File: config.mk
export PLATFORM = sky130hd
export DESIGN_NAME = uv_recon_sched
export DESIGN_NICKNAME = d
export VERILOG_FILES = /design/src/rtl/uv_sched_pkg.sv /design/src/rtl/uv_derr_ram.sv /design/src/rtl/uv_recon_sched.sv
export SDC_FILE = /design/constraint.sdc
export NUM_CORES = 1
export LEC_CHECK = 0
export ABC_AREA = 1
export CORE_MARGIN = 2
export CORE_UTILIZATION = 43
export DETAILED_ROUTE_END_ITERATION = 8
export GPL_ROUTABILITY_DRIVEN = 0
export PLACE_DENSITY = 0.81
export SLEW_MARGIN = 20
export SYNTH_ARGS = -nofsm -noshare
export SYNTH_HDL_FRONTEND = slang
export SYNTH_SLANG_ARGS = --single-unit
File: constraint.sdc
create_clock -name clk -period 3.15 [get_ports clk]
set_clock_uncertainty 0.1 [all_clocks]
set_input_delay 0.315 -clock clk [delete_from_list [all_inputs] [get_ports clk]]
set_output_delay 0.315 -clock clk [all_outputs]
set_load 0.02 [all_outputs]
File: src/rtl/uv_sched_pkg.sv
// uv_sched_pkg: scheduler state encoding and the byte layout of the
// diffusion-error buses shared by the scheduler and its error RAM.
package uv_sched_pkg;

    typedef enum logic [2:0] {
        S_IDLE  = 3'd0,
        S_REQ   = 3'd1,
        S_START = 3'd2,
        S_BUSY  = 3'd3,
        S_STORE = 3'd4,
        S_OUT   = 3'd5
    } state_t;

    // Two chroma planes (U, V), signed 8-bit error bytes.
    localparam int NUM_CH = 2;
    localparam int EB     = 8;

    // Engine error bytes per plane: e[c][0..2].
    localparam int ERR_K0 = 0;
    localparam int ERR_K1 = 1;
    localparam int ERR_K2 = 2;

    // Left/top error bytes per plane: l[c][0..1], t[c][0..1].
    localparam int LT_J0 = 0;
    localparam int LT_J1 = 1;

    // Bit offset of e[c][k] inside the 48-bit engine error bus.
    function automatic int derr_off(input int c, input int k);
        return 24 * c + 8 * k;
    endfunction

    // Bit offset of l[c][j] / t[c][j] inside a 32-bit left/top word.
    function automatic int lt_off(input int c, input int j);
        return 16 * c + 8 * j;
    endfunction

endpackage

File: src/rtl/uv_derr_ram.sv
// uv_derr_ram: simple dual-port top-error store, one word per macroblock
// column. Registered read; a read colliding with a write returns old data.
module uv_derr_ram #(
    parameter int DEPTH = 1024,
    parameter int AW    = 10,
    parameter int DW    = 32
) (
    input  logic          clk,
    input  logic          we,
    input  logic [AW-1:0] waddr,
    input  logic [DW-1:0] wdata,
    input  logic          re,
    input  logic [AW-1:0] raddr,
    output logic [DW-1:0] rdata
);

    logic [DW-1:0] mem [DEPTH];

    // Write port: one word per STORE cycle.
    always_ff @(posedge clk) begin
        if (we) begin
            mem[waddr] <= wdata;
        end
    end

    // Read port: registered, sees the array before any same-cycle write.
    always_ff @(posedge clk) begin
        if (re) begin
            rdata <= mem[raddr];
        end
    end

endmodule

File: src/rtl/uv_recon_sched.sv
// uv_recon_sched: raster-order macroblock scheduler for the chroma
// reconstruction engine. Fetches each macroblock, starts the engine,
// stores its left/top diffusion errors and presents the result downstream.
// Build option: define UV_SCHED_DERR_EN to instantiate the error storage;
// without it the left/top error buses read as zero and timing is unchanged.
//
// Handshakes:
//   in_req/in_valid   : in_req is held until in_valid is seen; the data
//                       source holds in_valid (and its data) until in_req drops.
//   out_valid/out_ready: a macroblock transfers on a cycle where both are
//                       high; out_valid, out_x, out_y and out_last hold steady
//                       while out_ready is low.
module uv_recon_sched
    import uv_sched_pkg::*;
#(
    parameter int MAX_MBW = 1024,
    parameter int AW      = 10
) (
    input  logic          clk,
    input  logic          rst,
    input  logic          frame_start,
    input  logic [AW-1:0] mb_w,
    input  logic [AW-1:0] mb_h,
    output logic          busy,
    output logic          frame_done,
    output logic          in_req,
    input  logic          in_valid,
    output logic          eng_start,
    output logic [AW-1:0] eng_x,
    output logic [AW-1:0] eng_y,
    input  logic          eng_done,
    input  logic [47:0]   eng_derr,
    output logic [31:0]   eng_left_derr,
    output logic [31:0]   eng_top_derr,
    input  logic          eng_top_derr_en,
    input  logic [AW-1:0] eng_top_derr_addr,
    output logic          out_valid,
    input  logic          out_ready,
    output logic [AW-1:0] out_x,
    output logic [AW-1:0] out_y,
    output logic          out_last,
    output state_t        dbg_state
);

    state_t        state;
    logic [AW-1:0] w_q;
    logic [AW-1:0] h_q;
    logic [AW:0]   x_inc;
    logic          row_end;
    logic          is_last;
    logic          frame_acc;
    logic          mb_acc;

    assign x_inc     = {1'b0, eng_x} + {{AW{1'b0}}, 1'b1};
    assign row_end   = (x_inc >= {1'b0, w_q});
    assign is_last   = (eng_x == w_q - AW'(1)) && (eng_y == h_q - AW'(1));
    assign frame_acc = (state == S_IDLE) && frame_start;
    assign mb_acc    = (state == S_OUT) && out_ready;
    assign dbg_state = state;

    // Control FSM with all handshake/status outputs registered.
    always_ff @(posedge clk) begin
        if (rst) begin
            state      <= S_IDLE;
            busy       <= 1'b0;
            frame_done <= 1'b0;
            in_req     <= 1'b0;
            eng_start  <= 1'b0;
            out_valid  <= 1'b0;
            out_last   <= 1'b0;
            eng_x      <= '0;
            eng_y      <= '0;
            out_x      <= '0;
            out_y      <= '0;
            w_q        <= '0;
            h_q        <= '0;
        end else begin
            frame_done <= 1'b0;
            eng_start  <= 1'b0;
            case (state)
                S_IDLE: begin
                    if (frame_start) begin
                        w_q   <= mb_w;
                        h_q   <= mb_h;
                        eng_x <= '0;
                        eng_y <= '0;
                        if (mb_w == '0 || mb_h == '0) begin
                            // Empty frame: report completion without going busy.
                            frame_done <= 1'b1;
                        end else begin
                            busy   <= 1'b1;
                            in_req <= 1'b1;
                            state  <= S_REQ;
                        end
                    end
                end
                S_REQ: begin
                    if (in_valid) begin
                        in_req    <= 1'b0;
                        eng_start <= 1'b1;
                        state     <= S_START;
                    end
                end
                S_START: begin
                    state <= S_BUSY;
                end
                S_BUSY: begin
                    if (eng_done) begin
                        state <= S_STORE;
                    end
                end
                S_STORE: begin
                    out_valid <= 1'b1;
                    out_x     <= eng_x;
                    out_y     <= eng_y;
                    out_last  <= is_last;
                    state     <= S_OUT;
                end
                S_OUT: begin
                    if (out_ready) begin
                        out_valid <= 1'b0;
                        out_last  <= 1'b0;
                        if (is_last) begin
                            busy       <= 1'b0;
                            frame_done <= 1'b1;
                            eng_x      <= '0;
                            eng_y      <= '0;
                            state      <= S_IDLE;
                        end else begin
                            if (row_end) begin
                                eng_x <= '0;
                                eng_y <= eng_y + AW'(1);
                            end else begin
                                eng_x <= eng_x + AW'(1);
                            end
                            in_req <= 1'b1;
                            state  <= S_REQ;
                        end
                    end
                end
                default: begin
                    state <= S_IDLE;
                end
            endcase
        end
    end

`ifdef UV_SCHED_DERR_EN
    logic [31:0] left_q;
    logic [31:0] left_nxt;
    logic [31:0] top_wdata;
    logic [31:0] ram_rdata;
    logic        row0_q;

    // Per-plane error propagation: l1 = (3*e2)>>>2, t1 = e2 - l1, all wrapping.
    for (genvar c = 0; c < NUM_CH; c++) begin : g_ch
        logic signed [EB-1:0] e0;
        logic signed [EB-1:0] e1;
        logic signed [EB-1:0] e2;
        logic signed [EB-1:0] l1;
        logic signed [9:0]    prod;
        logic signed [9:0]    shr;

        assign e0   = eng_derr[derr_off(c, ERR_K0) +: EB];
        assign e1   = eng_derr[derr_off(c, ERR_K1) +: EB];
        assign e2   = eng_derr[derr_off(c, ERR_K2) +: EB];
        assign prod = $signed({{2{e2[EB-1]}}, e2}) * 10'sd3;
        assign shr  = prod >>> 2;
        assign l1   = shr[EB-1:0];

        assign left_nxt[lt_off(c, LT_J0) +: EB]  = e0;
        assign left_nxt[lt_off(c, LT_J1) +: EB]  = l1;
        assign top_wdata[lt_off(c, LT_J0) +: EB] = e1;
        assign top_wdata[lt_off(c, LT_J1) +: EB] = e2 - l1;
    end

    // Left errors: cleared at frame start and at each row wrap.
    always_ff @(posedge clk) begin
        if (rst) begin
            left_q <= '0;
        end else if (frame_acc || (mb_acc && row_end)) begin
            left_q <= '0;
        end else if (state == S_STORE) begin
            left_q <= left_nxt;
        end
    end

    // Row-0 mask tracks the row at read time so stale RAM never leaks out.
    always_ff @(posedge clk) begin
        if (rst) begin
            row0_q <= 1'b1;
        end else if (eng_top_derr_en) begin
            row0_q <= (eng_y == '0);
        end
    end

    uv_derr_ram #(
        .DEPTH(MAX_MBW),
        .AW   (AW),
        .DW   (32)
    ) u_ram (
        .clk  (clk),
        .we   (state == S_STORE),
        .waddr(eng_x),
        .wdata(top_wdata),
        .re   (eng_top_derr_en),
        .raddr(eng_top_derr_addr),
        .rdata(ram_rdata)
    );

    assign eng_left_derr = left_q;
    assign eng_top_derr  = row0_q ? '0 : ram_rdata;
`else
    logic derr_unused;

    assign derr_unused   = ^{eng_derr, eng_top_derr_en, eng_top_derr_addr,
                             frame_acc, mb_acc, row_end, MAX_MBW > 0};
    assign eng_left_derr = '0;
    assign eng_top_derr  = '0;
`endif

endmodule

* After elaboration in Yosys (flattened, before gate mapping) *
Index checks and enable logic that the tools add are counted.
Widths: inputs -> output; s select.

word-level totals
  register bits = 69
  bits of input ports = 85
  word-level logic and storage cells = 85
  output and inout bits = 113

operators by class
  bitwise gates (word level) = 1
  order comparisons = 1
  add/subtract/negate cells = 5
  muxes and demuxes = 34
  reduce and logical (&&, ||, !) cells = 16
  eq/ne operators = 15

operator list
  cell                   count
  $mux 10                7
  $pmux 10 s2            2
  $add 10x1->10 const B  2
  $eq 10x10->1           2
  $logic_not 10->1       2
  $sub 10x1->10 const B  2
  $pmux 3 s6             1
  $mux 3                 5
  $mux 1                 14
  $ne 2x2->1 const B     7
  $add 10x1->11 const B  1
  $ge 11x10->1           1
  $reduce_and 5->1       2
  $pmux 1 s2             4
  $eq 3x2->1 const B     2
  $eq 3x3->1 const B     2
  $reduce_and 6->1       1
  $reduce_and 2->1       2
  $reduce_and 4->1       1
  $reduce_bool 2->1      2
  $eq 3x1->1 const B     1
  $logic_not 3->1        1
  $ne 3x3->1 const B     1
  $pmux 1 s3             1
  6 further kinds        6

* Logic depth before layout (Yosys ltp) *
  word-level depth = 6
  mapped depth = 19
  mapped depth without buffers = 19

* Worst setup path after synthesis *
Ideal clock, no wire load.

  path kind = register -> register
  start = register eng_x[2]
  end = register eng_y[1]
  data required time = 2.980 ns
  cell stages (with the launch flop) = 17
  path buffers = 1
  clock period less this slack = 3.061 ns
  slack = 0.089 ns
  setup time = 0.070 ns
  data arrival time = 2.891 ns
  path through = dfxtp_1 -> inv_1 -> nor4_1 -> nand4_1 -> nor3_1 -> xor2_1 -> ha_1 -> nand2_1 -> inv_1 -> a221oi_1 -> nand2_1 -> a21oi_1 -> nand3_4 -> nand2_4 -> buf_6 -> nand2_1 -> a21oi_1

between the ends
  longest elaborated chain between the ends = 5
  elaborated cells between the ends (all ways) = 9
  those cells by class = add/sub: 1; order compare: 1; eq/ne: 2; mux: 3; reduce/logical: 2

ends and longest elaborated chain
  what                                                                   line                   text
  start, declared                                                        uv_recon_sched.sv:29   output logic [AW-1:0] eng_x,
  start signal, assigned                                                 uv_recon_sched.sv:134  eng_x <= eng_x + AW'(1);
  parallel branches: the longest is 5 deep, another holds $add 10x1->11  n/a
  end signal, assigned                                                   uv_recon_sched.sv:132  eng_y <= eng_y + AW'(1);
  end, declared                                                          uv_recon_sched.sv:30   output logic [AW-1:0] eng_y,

Several ways; the timed one is not identified. The select of a mux whose other input is x is not followed.
A chain may end at the register's enable or synchronous reset.

* Worst setup path after layout *
  start = register eng_x[3]
  end = register eng_x[0]

between the ends
  longest elaborated chain between the ends = 6
  elaborated cells between the ends (all ways) = 8
  those cells by class = add/sub: 1; order compare: 1; eq/ne: 1; mux: 4; reduce/logical: 1

ends and longest elaborated chain
  what             line                   text
  $add 10x1->11    uv_recon_sched.sv:54   assign x_inc = {1'b0, eng_x} + {{AW{1'b0}}, 1'b1};
  $ge 11x10->1     uv_recon_sched.sv:55   assign row_end = (x_inc >= {1'b0, w_q});
  $mux 10          uv_recon_sched.sv:130  if (row_end) begin
  $mux 10 (*)      uv_recon_sched.sv:123  if (is_last) begin
  $mux 10 (*)      uv_recon_sched.sv:120  if (out_ready) begin
  $pmux 10 s2 (*)  uv_recon_sched.sv:80   case (state)

Mark *: on every way between the ends. The rest lies on a longest branch, timed or not. The select of a mux whose other input is x is not followed.

==> results.yml <==
outcome:
  outcome: "completed"
finish:
  synthToLayoutAreaGrowth_pct: 23.9
  antenna_cells: 0
  nNetsFinal: 884
  utilization_pct: 55.2
  drive_above_1_share_pct: 12.8
routing:
  dr_total_vias: 4625
  ant_nets: 0
  post_drt_wl_per_cell_um: 13.3
  via_per_inst: 5.00
  finalWirelength_mm: 12.3
  drt_iter0_drc: 237
  drc: 0
  firstDrtPassIters: 5
cts:
  cts_tree: "done"
  insertion_delay_ns: 0.35
  hold_buffers: 0
  ctsRootBufferMaster: "clkbuf_8"
  htree_levels: 3
  cts_buffers: 9
  clkTransAtPathRegs_ns: 0.08
  cts.sinks: 69
  cts.path.max_buffers: 2
global_routing:
  grt_pass1_vias: 4038
  grt_max_degree: 35
  groute.usage.overall_pct: 20.5
  gr-total-overflow: 0
  antenna_found_initial: 0
  grt_pass1_wl_mm: 18.9
power:
  ir_drop_v: 0.000554
  finalPower_w: 0.00476
  powerDensity_nw_per_um2: 833
  p_leak_nw: 2.54
placement:
  io_buffer_count: 74
  dp_hpwl_mm: 9.20
yosys:
  syn_area_per_cell_sq_um: 6.65
  synth_top_area_share_pct: 29.9
  synth_seq_area_share_pct: 29.9
  synthTopCellsByArea: "dfxtp_1, nand2_1, buf_4"
  synth_edf_count: 0
  synthTopCellsByCount: "nand2_1, nor2_1, dfxtp_1, buf_4"
  ys_dominant_reg_cell: "dfxtp_1"
  syn_inst: 694
  netlist_area_sq_um: 4620
  synth_area_leader_cell: "dfxtp_1"
  async_flop_share_pct: 0
  synth-seq-cells: 69
  synth.most_common_cell: "nand2_1"
  yosysWarnings: 0
  ys_types: 41
critical_path:
  cp.arrival_ns: 3.33
  path_max_fanout: 6
  regToRegSetupSlack_ns: 0.01
  cp_slowest_cell: "dfxtp_2"
  required_ns: 3.34
  start_kind: "flip-flop"
  cp_cell_sequence: "inv_4, nor4_4, nand4_1, nor3_2, xor2_1, ha_1, nand2_1, inv_2, a221oi_2, nand2_1, a21oi_2, buf_4, nand3_4, nor2_4, buf_4, o21a_1"
  crit_type: "reg -> reg"
  endpoint_kind: "flip-flop"
  slowest_delay_ns: 0.36
floorplanning:
  core_area_sq_um: 10400
  die_y_um: 108
  ios: 198
  dieArea_sq_um: 11600
  num_rows: 37
  die_w_um: 108
  initial_core_util_pct: 44.5
timing:
  drv_slew: 0
  fin_tns_setup_ns: 0
  tightest_slew_ns: 0.724
  finalHoldViolations: 0
  period_needed_ns: 3.14
  slew_headroom_pct: 51.6
  fin_crit_sh_pct: 99.7
  setup_viol: 0
  rsz0062_at_grt: "yes"
  clock.fmax_mhz: 319
run:
  maxCapViolations: 0
min_path:
  hold_class: "reg -> reg"
## final cells by class
cell class              instances  area [sq um]
well taps                     136           170
repair buffers                 97           917
clock inverters                 4          47.5
inverters                      75           289
fillers                       978          4650
flip-flops and latches         69          1390
clock buffers                  11           151
multi-input cells             533          2760
## metrics by stage
stage	hold slack [ns]	cells	setup WS (ns)	area (sq um)
2_1_floorplan	0.353	757	0.0888	4850
3_3_place_gp	0.351	903	0.0613	5350
3_5_place_dp	0.352	903	0.0767	5350
4_1_cts	0.364	918	0.0274	5540
5_1_grt	0.382	925	-0.250	5720
6_report	0.362	925	0.0105	5720
## worst max-delay path, delay by kind of cell (launching register included)
kind | cells | cell delay (ns)
adder cells (fa/ha/maj) | 1 | 0.29
buffers and inverters | 4 | 0.39
AO/OA/AOI/OAI | 3 | 0.43
flip-flops | 1 | 0.36
XOR/XNOR | 1 | 0.22
AND/OR/NAND/NOR | 7 | 1.28
## state kept, by name (all words and copies together) (netlist names)
name / flops
eng_x: 10
eng_y: 10
h_q: 10
out_x: 10
out_y: 10
w_q: 10
dbg_state: 3
busy: 1
eng_start: 1
frame_done: 1
in_req: 1
out_last: 1
out_valid: 1
## routing by layer
layer / vias up / global-route usage [%] / routed length, um
li1: 2306 / - / -
met2: 182 / 32.3 / 5790
met5: - / 0 / 0
met4: 0 / 9.62 / 396
met1: 2104 / 27.1 / 5410
met3: 33 / 3.39 / 717
## timing repair
item | CTS | global route
gates resized for setup | 0 | 35
endpoints found under the setup margin | 0 | 20
setup buffers | 0 | 5
## cells by family (layout without fill, tap and decap cells)
logic type	Yosys count	count (layout)	synth area share [%]
xor+xnor	19	19	3.60
fa+ha+maj	14	14	3.79
buf+inv	157	187	18.2
compound gates	129	129	14.9
flops	69	69	29.9
simple gates	305	307	29.5
other cells	1	64	0.0812
## layout by cell type (no fill, tap or decap), types with 2 or more instances in the layout
cell / synthesis / layout
o21a_1: 3 / 3
clkdlybuf4s50_1: 0 / 74
a21oi_1: 62 / 57
o211ai_1: 2 / 2
inv_1: 62 / 59
xor2_1: 14 / 14
nor2_2: 5 / 8
buf_4: 64 / 22
o21ai_0: 50 / 50
inv_2: 11 / 12
nor2_4: 4 / 6
o21ai_1: 4 / 3
nand3_1: 40 / 38
and2_1: 3 / 3
nand2_4: 1 / 2
inv_4: 1 / 3
nand4_1: 8 / 8
clkinv_2: 0 / 2
nand3_2: 2 / 4
nand3_4: 2 / 2
xnor2_1: 5 / 5
dfxtp_1: 69 / 66
nor2_1: 75 / 71
nand2_2: 5 / 11
conb_1: 1 / 64
a21oi_2: 0 / 5
nor3_2: 1 / 2
ha_1: 14 / 14
clkbuf_8: 0 / 11
nand2_1: 144 / 137
nor4_1: 5 / 4
dfxtp_2: 0 / 3
nor3_1: 7 / 6
o21bai_1: 3 / 3
## where the power goes
| part | switching, W | leakage [nW] | total (W) | internal (W) |
|---|---|---|---|---|
| clock network | 0.000352 | 0.101 | 0.000755 | 0.000402 |
| registers | 0.000218 | 0.566 | 0.00131 | 0.00110 |
| logic | 0.00172 | 1.87 | 0.00269 | 0.000975 |
| total | 0.00229 | 2.54 | 0.00476 | 0.00247 |
## path summary, 6_finish.rpt
| kind | start | to | cells past startpoint |
|---|---|---|---|
| worst max-delay path | eng_x[3] | eng_x[0] | 16 |
| worst min-delay path | out_valid | out_valid | 2 |
| worst max register to register | eng_x[3] | eng_x[0] | 16 |
| worst min register to register | out_valid | out_valid | 2 |
Note: power is estimated with default switching activity, not from simulation.
